`src/rtl/cic_decim_strobed.sv`:
```
// Strobed CIC decimator, runtime rate 1..128, power-of-two gain normalisation (CIC_DECIM_ROUND_EN: round-half-up).
// Latency: N+2 enabled cycles from the group-completing strobe_in to strobe_out.
// No backpressure: enable low freezes all state, ignores strobe_in and masks strobe_out.
module cic_decim_strobed #(
    parameter int N     = 4,
    parameter int WIDTH = 18
) (
    input  logic                    clock,
    input  logic                    reset,
    input  logic                    enable,
    input  logic [7:0]              rate,
    input  logic                    strobe_in,
    input  logic signed [WIDTH-1:0] data_in,
    output logic                    strobe_out,
    output logic signed [WIDTH-1:0] data_out
);
    localparam int AW = WIDTH + 7 * N;
    localparam int SW = $clog2(7 * N + 1);

    function automatic logic [2:0] log2_ceil(input logic [7:0] r);
        logic [2:0] res;
        res = 3'd0;
        for (int i = 0; i < 7; i++)
            if (r > (8'd1 << i)) res = 3'(i + 1);
        return res;
    endfunction

    logic [7:0]           rate_clamped;
    logic [7:0]           rate_eff;
    logic [7:0]           rate_cur;
    logic [SW-1:0]        shift_q;
    logic [SW-1:0]        shift_cur;
    logic [6:0]           cnt;
    logic                 last;
    logic signed [AW-1:0] integ [N];
    logic                 dec_vld;
    logic [SW-1:0]        dec_sh;
    logic signed [AW-1:0] comb_x    [N];
    logic signed [AW-1:0] comb_y    [N];
    logic signed [AW-1:0] comb_prev [N];
    logic [SW-1:0]        comb_shin [N];
    logic [SW-1:0]        comb_sh   [N];
    logic [N-1:0]         comb_vin;
    logic [N-1:0]         comb_vld;
    logic signed [AW-1:0] rnd;
    logic                 out_vld;

    // The rate is picked up on the first strobe of each group, so a group always completes at the rate it started with.
    always_comb begin
        rate_clamped = rate;
        if (rate == 8'd0)
            rate_clamped = 8'd1;
        else if (rate > 8'd128)
            rate_clamped = 8'd128;
        rate_cur  = (cnt == 7'd0) ? rate_clamped : rate_eff;
        shift_cur = (cnt == 7'd0) ? SW'(N * int'(log2_ceil(rate_clamped))) : shift_q;
        last      = ({1'b0, cnt} == rate_cur - 8'd1);
    end

    always_ff @(posedge clock or posedge reset) begin
        if (reset) begin
            for (int k = 0; k < N; k++) integ[k] <= '0;
            cnt      <= '0;
            rate_eff <= 8'd1;
            shift_q  <= '0;
            dec_vld  <= 1'b0;
            dec_sh   <= '0;
        end else if (enable) begin
            dec_vld <= strobe_in & last;
            if (strobe_in) begin
                integ[0] <= integ[0] + {{(AW - WIDTH){data_in[WIDTH-1]}}, data_in};
                for (int k = 1; k < N; k++) integ[k] <= integ[k] + integ[k-1];
                cnt <= last ? 7'd0 : cnt + 7'd1;
                if (cnt == 7'd0) begin
                    rate_eff <= rate_cur;
                    shift_q  <= shift_cur;
                end
                if (last) dec_sh <= shift_cur;
            end
        end
    end

    // The shift travels with each decimated sample so a rate change never re-scales an output already in flight.
    always_comb begin
        comb_x[0]    = integ[N-1];
        comb_vin[0]  = dec_vld;
        comb_shin[0] = dec_sh;
        for (int k = 1; k < N; k++) begin
            comb_x[k]    = comb_y[k-1];
            comb_vin[k]  = comb_vld[k-1];
            comb_shin[k] = comb_sh[k-1];
        end
    end

    always_comb begin
        rnd = comb_y[N-1];
`ifdef CIC_DECIM_ROUND_EN
        if (comb_sh[N-1] != '0)
            rnd = comb_y[N-1] + (AW'(1) << (comb_sh[N-1] - SW'(1)));
`endif
    end

    always_ff @(posedge clock or posedge reset) begin
        if (reset) begin
            comb_vld <= '0;
            for (int k = 0; k < N; k++) begin
                comb_y[k]    <= '0;
                comb_prev[k] <= '0;
                comb_sh[k]   <= '0;
            end
            out_vld  <= 1'b0;
            data_out <= '0;
        end else if (enable) begin
            comb_vld <= comb_vin;
            for (int k = 0; k < N; k++) begin
                if (comb_vin[k]) begin
                    comb_y[k]    <= comb_x[k] - comb_prev[k];
                    comb_prev[k] <= comb_x[k];
                    comb_sh[k]   <= comb_shin[k];
                end
            end
            out_vld <= comb_vld[N-1];
            if (comb_vld[N-1])
                data_out <= WIDTH'(rnd >>> comb_sh[N-1]);
        end
    end

    assign strobe_out = out_vld & enable;

endmodule

```
`config.mk`:
```
export PLATFORM = sky130hd
export DESIGN_NAME = cic_decim_strobed
export DESIGN_NICKNAME = d
export VERILOG_FILES = /design/src/rtl/cic_decim_strobed.sv
export SDC_FILE = /design/constraint.sdc
export NUM_CORES = 2
export LEC_CHECK = 0
export CORE_MARGIN = 2
export CORE_UTILIZATION = 60
export CTS_CLUSTER_DIAMETER = 120
export CTS_CLUSTER_SIZE = 10
export DETAILED_ROUTE_END_ITERATION = 12
export PLACE_DENSITY = 0.82
export SETUP_SLACK_MARGIN = 0.02
export SLEW_MARGIN = 20
export SYNTH_ARGS = -nofsm -noshare
export SYNTH_HDL_FRONTEND = slang
export SYNTH_SLANG_ARGS = --single-unit
```
`constraint.sdc`:
```
create_clock -name clock -period 27.2 [get_ports clock]
set_input_delay 4.08 -clock clock [delete_from_list [all_inputs] [get_ports clock]]
set_output_delay 4.08 -clock clock [all_outputs]
set_load 0.03 [all_outputs]
```
======== Yosys cells after proc, flatten, opt, wreduce, memory -nomap -nowiden ========
Cells that the tools add are included.
storage, ports and cells
  register bits after elaboration ......... 621
  output and inout bits ................... 19
  input bits .............................. 30
  logic and storage cells ................. 68
cells by class
  bitwise operators ....................... 2
  shift-type cells ........................ 1
  order comparisons ....................... 8
  $add $sub $neg .......................... 10
  mux-type cells .......................... 12
  reductions and logical operators ........ 10
  eq/ne operators ......................... 1
operators with widths
  cell                   count
  $add A46 B46 Y46       4
  $sub A46 B46 Y46       4
  $sshr A46 B5 Y18       1
  $mux W8                3
  $mux W3                6
  $reduce_and A2 Y1      6
  $eq A7 B8 Y1           1
  $gt A8 B1 Y1 const B   1
  $gt A8 B2 Y1 const B   1
  $gt A8 B3 Y1 const B   1
  $gt A8 B4 Y1 const B   1
  $gt A8 B5 Y1 const B   1
  $gt A8 B6 Y1 const B   1
  $gt A8 B7 Y1 const B   1
  $gt A8 B8 Y1 const B   1
  $logic_not A8 Y1       1
  $sub A8 B1 Y8 const B  1
  $add A7 B1 Y7 const B  1
  $logic_not A7 Y1       1
  $mux W7                1
  $reduce_and A3 Y1      2
  $mux W5                1
  $and A1 B1 Y1          2
  $mux W1                1

======== Depth between registers and ports, before layout ========
  depth after elaboration ................. 12
  depth in mapped cells ................... 18
  gate-level depth less buffers ........... 16

======== Least setup slack after synthesis ========
Ideal clock, no wire load.
  path kind ............................... in2out
  from .................................... input enable
  to ...................................... output strobe_out
  cell stages on the path ................. 3
  path slack .............................. 18.251 ns
  path buffers ............................ 1
  required time ........................... 23.120 ns
  arrival ................................. 4.869 ns
  cells stage by stage .................... clkbuf_1 > inv_1 > nor2_1
on the way
  cells in the longest elaborated chain, start to end .. 1
ends and longest elaborated chain
  element        line  source
  from (decl)    10    input logic enable,
  $and A1 B1 Y1  128   assign strobe_out = out_vld & enable;
  to (decl)      14    output logic strobe_out,
No other way between the ends.

======== Worst setup path in the final report ========
Same ends and word-level chain as after synthesis.

==> impl_metrics.toml <==
[synthesis]
syn_area_um2 = 43300
syn_avg_cell_area_um2 = 8.70
synth_ff_type = "dfrtp_1"
synth_top_area_frac = 0.358
synth_cells = 4984
ys_async_sr_fraction = 1.00
ys_warn_count = 0
synth_area_leader_cell = "dfrtp_1"
synth_common_cells = "nand2_1 (722), o21ai_0 (630), dfrtp_1 (620)"
synth.distinct_cells = 87
synth.most_common_cell = "nand2_1"
ys_ff_latch = 621
synth_edf_count = 0
syn_nets = 5385
ys_seq_area_frac = 0.359
synth_area_leaders = "dfrtp_1 (36%), ha_1 (10%), o21ai_0 (7.3%)"

[die]
core.rowCount = 98
die_width_um = 273
core_um2 = 71500
die_area_um2 = 74400
die_y_um = 273
start_util = 0.606
io-pin-count = 49

[timing]
worst_slew_pin_slew_ns = 1.04
setup_slack_ns = 16.88
finalSetupTns_ns = 0
setup_violations = 0
fin_crit_ns = 10.32
rsz0062_at_grt = "no"
fin_crit_sh = 0.380
drv_slew = 0
clock_skew_ns = 0.0221
relSlewSlack = 0.307
max_freq_mhz = 96.9
finalHoldViolations = 0

[cts]
h-tree-depth = 3
cts_tree = "yes"
clockBufferDepth = 3
cts_made_buffers = 72
cts_hold_buf = 0
numClockSinks = 621
ctsResizeCount = 0
post-cts-setup-buffer-count = 0
cts_root_buf = "clkbuf_16"
worstSkewPairLatency_ns = 0.61
cts.clk_slew.worst_paths_ns = 0.05

[drt]
avgRoutedWirePerCell_um = 14.8
drtIter0Drc = 1803
vias = 34516
drc = 0
drt-total-wl_um = 87400
ant_nets = 0
via_per_inst = 5.85
first_pass_iters = 5

[placed_design]
place_congestion = 0.929
hpwl_um = 64200
place_ws_ns = 16.90
placed_cells = 5814
numPortBuffers = 48

[min_path]
whs_endpoint = "data_out[9]$_DFFE_PP0P_"
holdCritStartpoint = "data_out[9]$_DFFE_PP0P_"
min_path_cells = 2
hp-class = "reg -> reg"

[setup_path]
rr_worst_depth = 12
cpPeakStageDelay_ns = 0.95
end_kind = "output port"
arrival_ns = 6.24
crit_cells = 4
crit-reg2reg-capture = "comb_x[131]$_DFFE_PP0P_"
regToRegSetupSlack_ns = 23.00
cp_cell_sequence = "clkdlybuf4s50_1 -> inv_1 -> nor2_1 -> clkdlybuf4s50_1"
start_kind = "primary input"
path_class = "in -> out"
r2r-start = "comb_x[139]$_DFFE_PP0P_"
worstPathMaxFanout = 14
cp_slowest_cell = "clkdlybuf4s50_1"
critPathMostFrequentCell = "clkdlybuf4s50_1"
path_buf_inv = 3
required_ns = 23.12
cpLargestDelayFamily = "buffers and inverters"

[outcome]
run_status = "finished clean"

[layout]
ff_latch_area_um2 = 15500
syn2layout_area_growth_pct = 7.22
drive_gt1_frac = 0.0608
fillers = 5791
multi_input_area_um2 = 25900
fin_cells = 5903
diodes = 0
finish.net_count = 5340

[global_routing]
grt_pass1_vias = 33372
grt_max_degree = 277
track_usage = 0.237
grt_pass1_wl_um = 151000
gr-total-overflow = 0
antenna_found_initial = 0

[run]
cap_violations = 0
through the flow:
stage          utilization  hold slack [ns]  cell area, µm²
6_report             0.650            0.473           46500
5_1_grt              0.650            0.498           46500
4_1_cts              0.650            0.479           46400
3_5_place_dp         0.623            0.470           44500
3_3_place_gp         0.623            0.453           44500
2_1_floorplan            -            0.433           43300
registers in the layout, summed over array words and instances (netlist names):
register,count
cnt,7
dec_vld,1
rnd,46
dec_sh,5
shift_q,5
out_vld,1
comb_sh,20
comb_vld,4
comb_x,184
data_out,18
rate_eff,8
integ,138
comb_prev,184
layout make-up:
| class | instances | area share |
|---|---|---|
| repair buffers | 70 | 0.0149 |
| well taps | 950 | 0.0256 |
| flip-flops and latches | 621 | 0.334 |
| clock buffers | 80 | 0.0394 |
| clock inverters | 8 | 0.00191 |
| multi-input cells | 3861 | 0.558 |
| inverters | 313 | 0.0254 |
worst min-delay path, delay by kind of cell, from the launching register on:
family,cells,cell delay (ns)
and+or+nand+nor,1,0.04
AOI/OAI and AO/OA,1,0.06
DFF,1,0.34
logic make-up after synthesis:
| kind of cell | after synthesis | share of synthesized area |
|---|---|---|
| fa+ha+maj | 371 | 0.108 |
| mux | 203 | 0.0578 |
| compound gates | 1623 | 0.228 |
| flops | 621 | 0.359 |
| xor+xnor | 293 | 0.0592 |
| buf+inv | 502 | 0.0438 |
| simple gates | 1371 | 0.144 |
worst max-delay path by stage:
stage,start,to,slack [ns]
floorplan,reset,cnt[0]$_DFFE_PP0P_,5.73
global placement,enable,strobe_out,16.95
detailed placement,enable,strobe_out,16.90
CTS,enable,strobe_out,16.89
global route,enable,strobe_out,16.81
finish,enable,strobe_out,16.88
routing by layer:
layer,share of wire,vias to the layer above,GRT usage
met2,0.48,603,0.416
met4,0.035,0,0.0930
met3,0.029,210,0.0259
met1,0.45,15983,0.299
met5,0,-,0
li1,-,17720,-
layout by cell type (no fill, tap or decap), types with 47 or more instances in the layout:
master and instances:
o21a_1 49, o21ai_0 630, inv_1 312, clkbuf_16 72, xnor2_1 150, nand2_1 717
o31ai_1 47, xor2_1 143, nor3_1 53, dfrtp_1 618, nand4_1 53, a21oi_1 362
o21bai_1 50, mux2_2 122, and3_1 52, clkdlybuf4s50_1 48, mux2i_1 54, a211oi_1 51
ha_1 363, nor2b_1 53, a21o_1 202, nand3_1 67, nor2_1 203
Power is left out: the tool's default activity adds up to more than one toggle a clock period on the data nets, which glitch-free logic cannot reach.
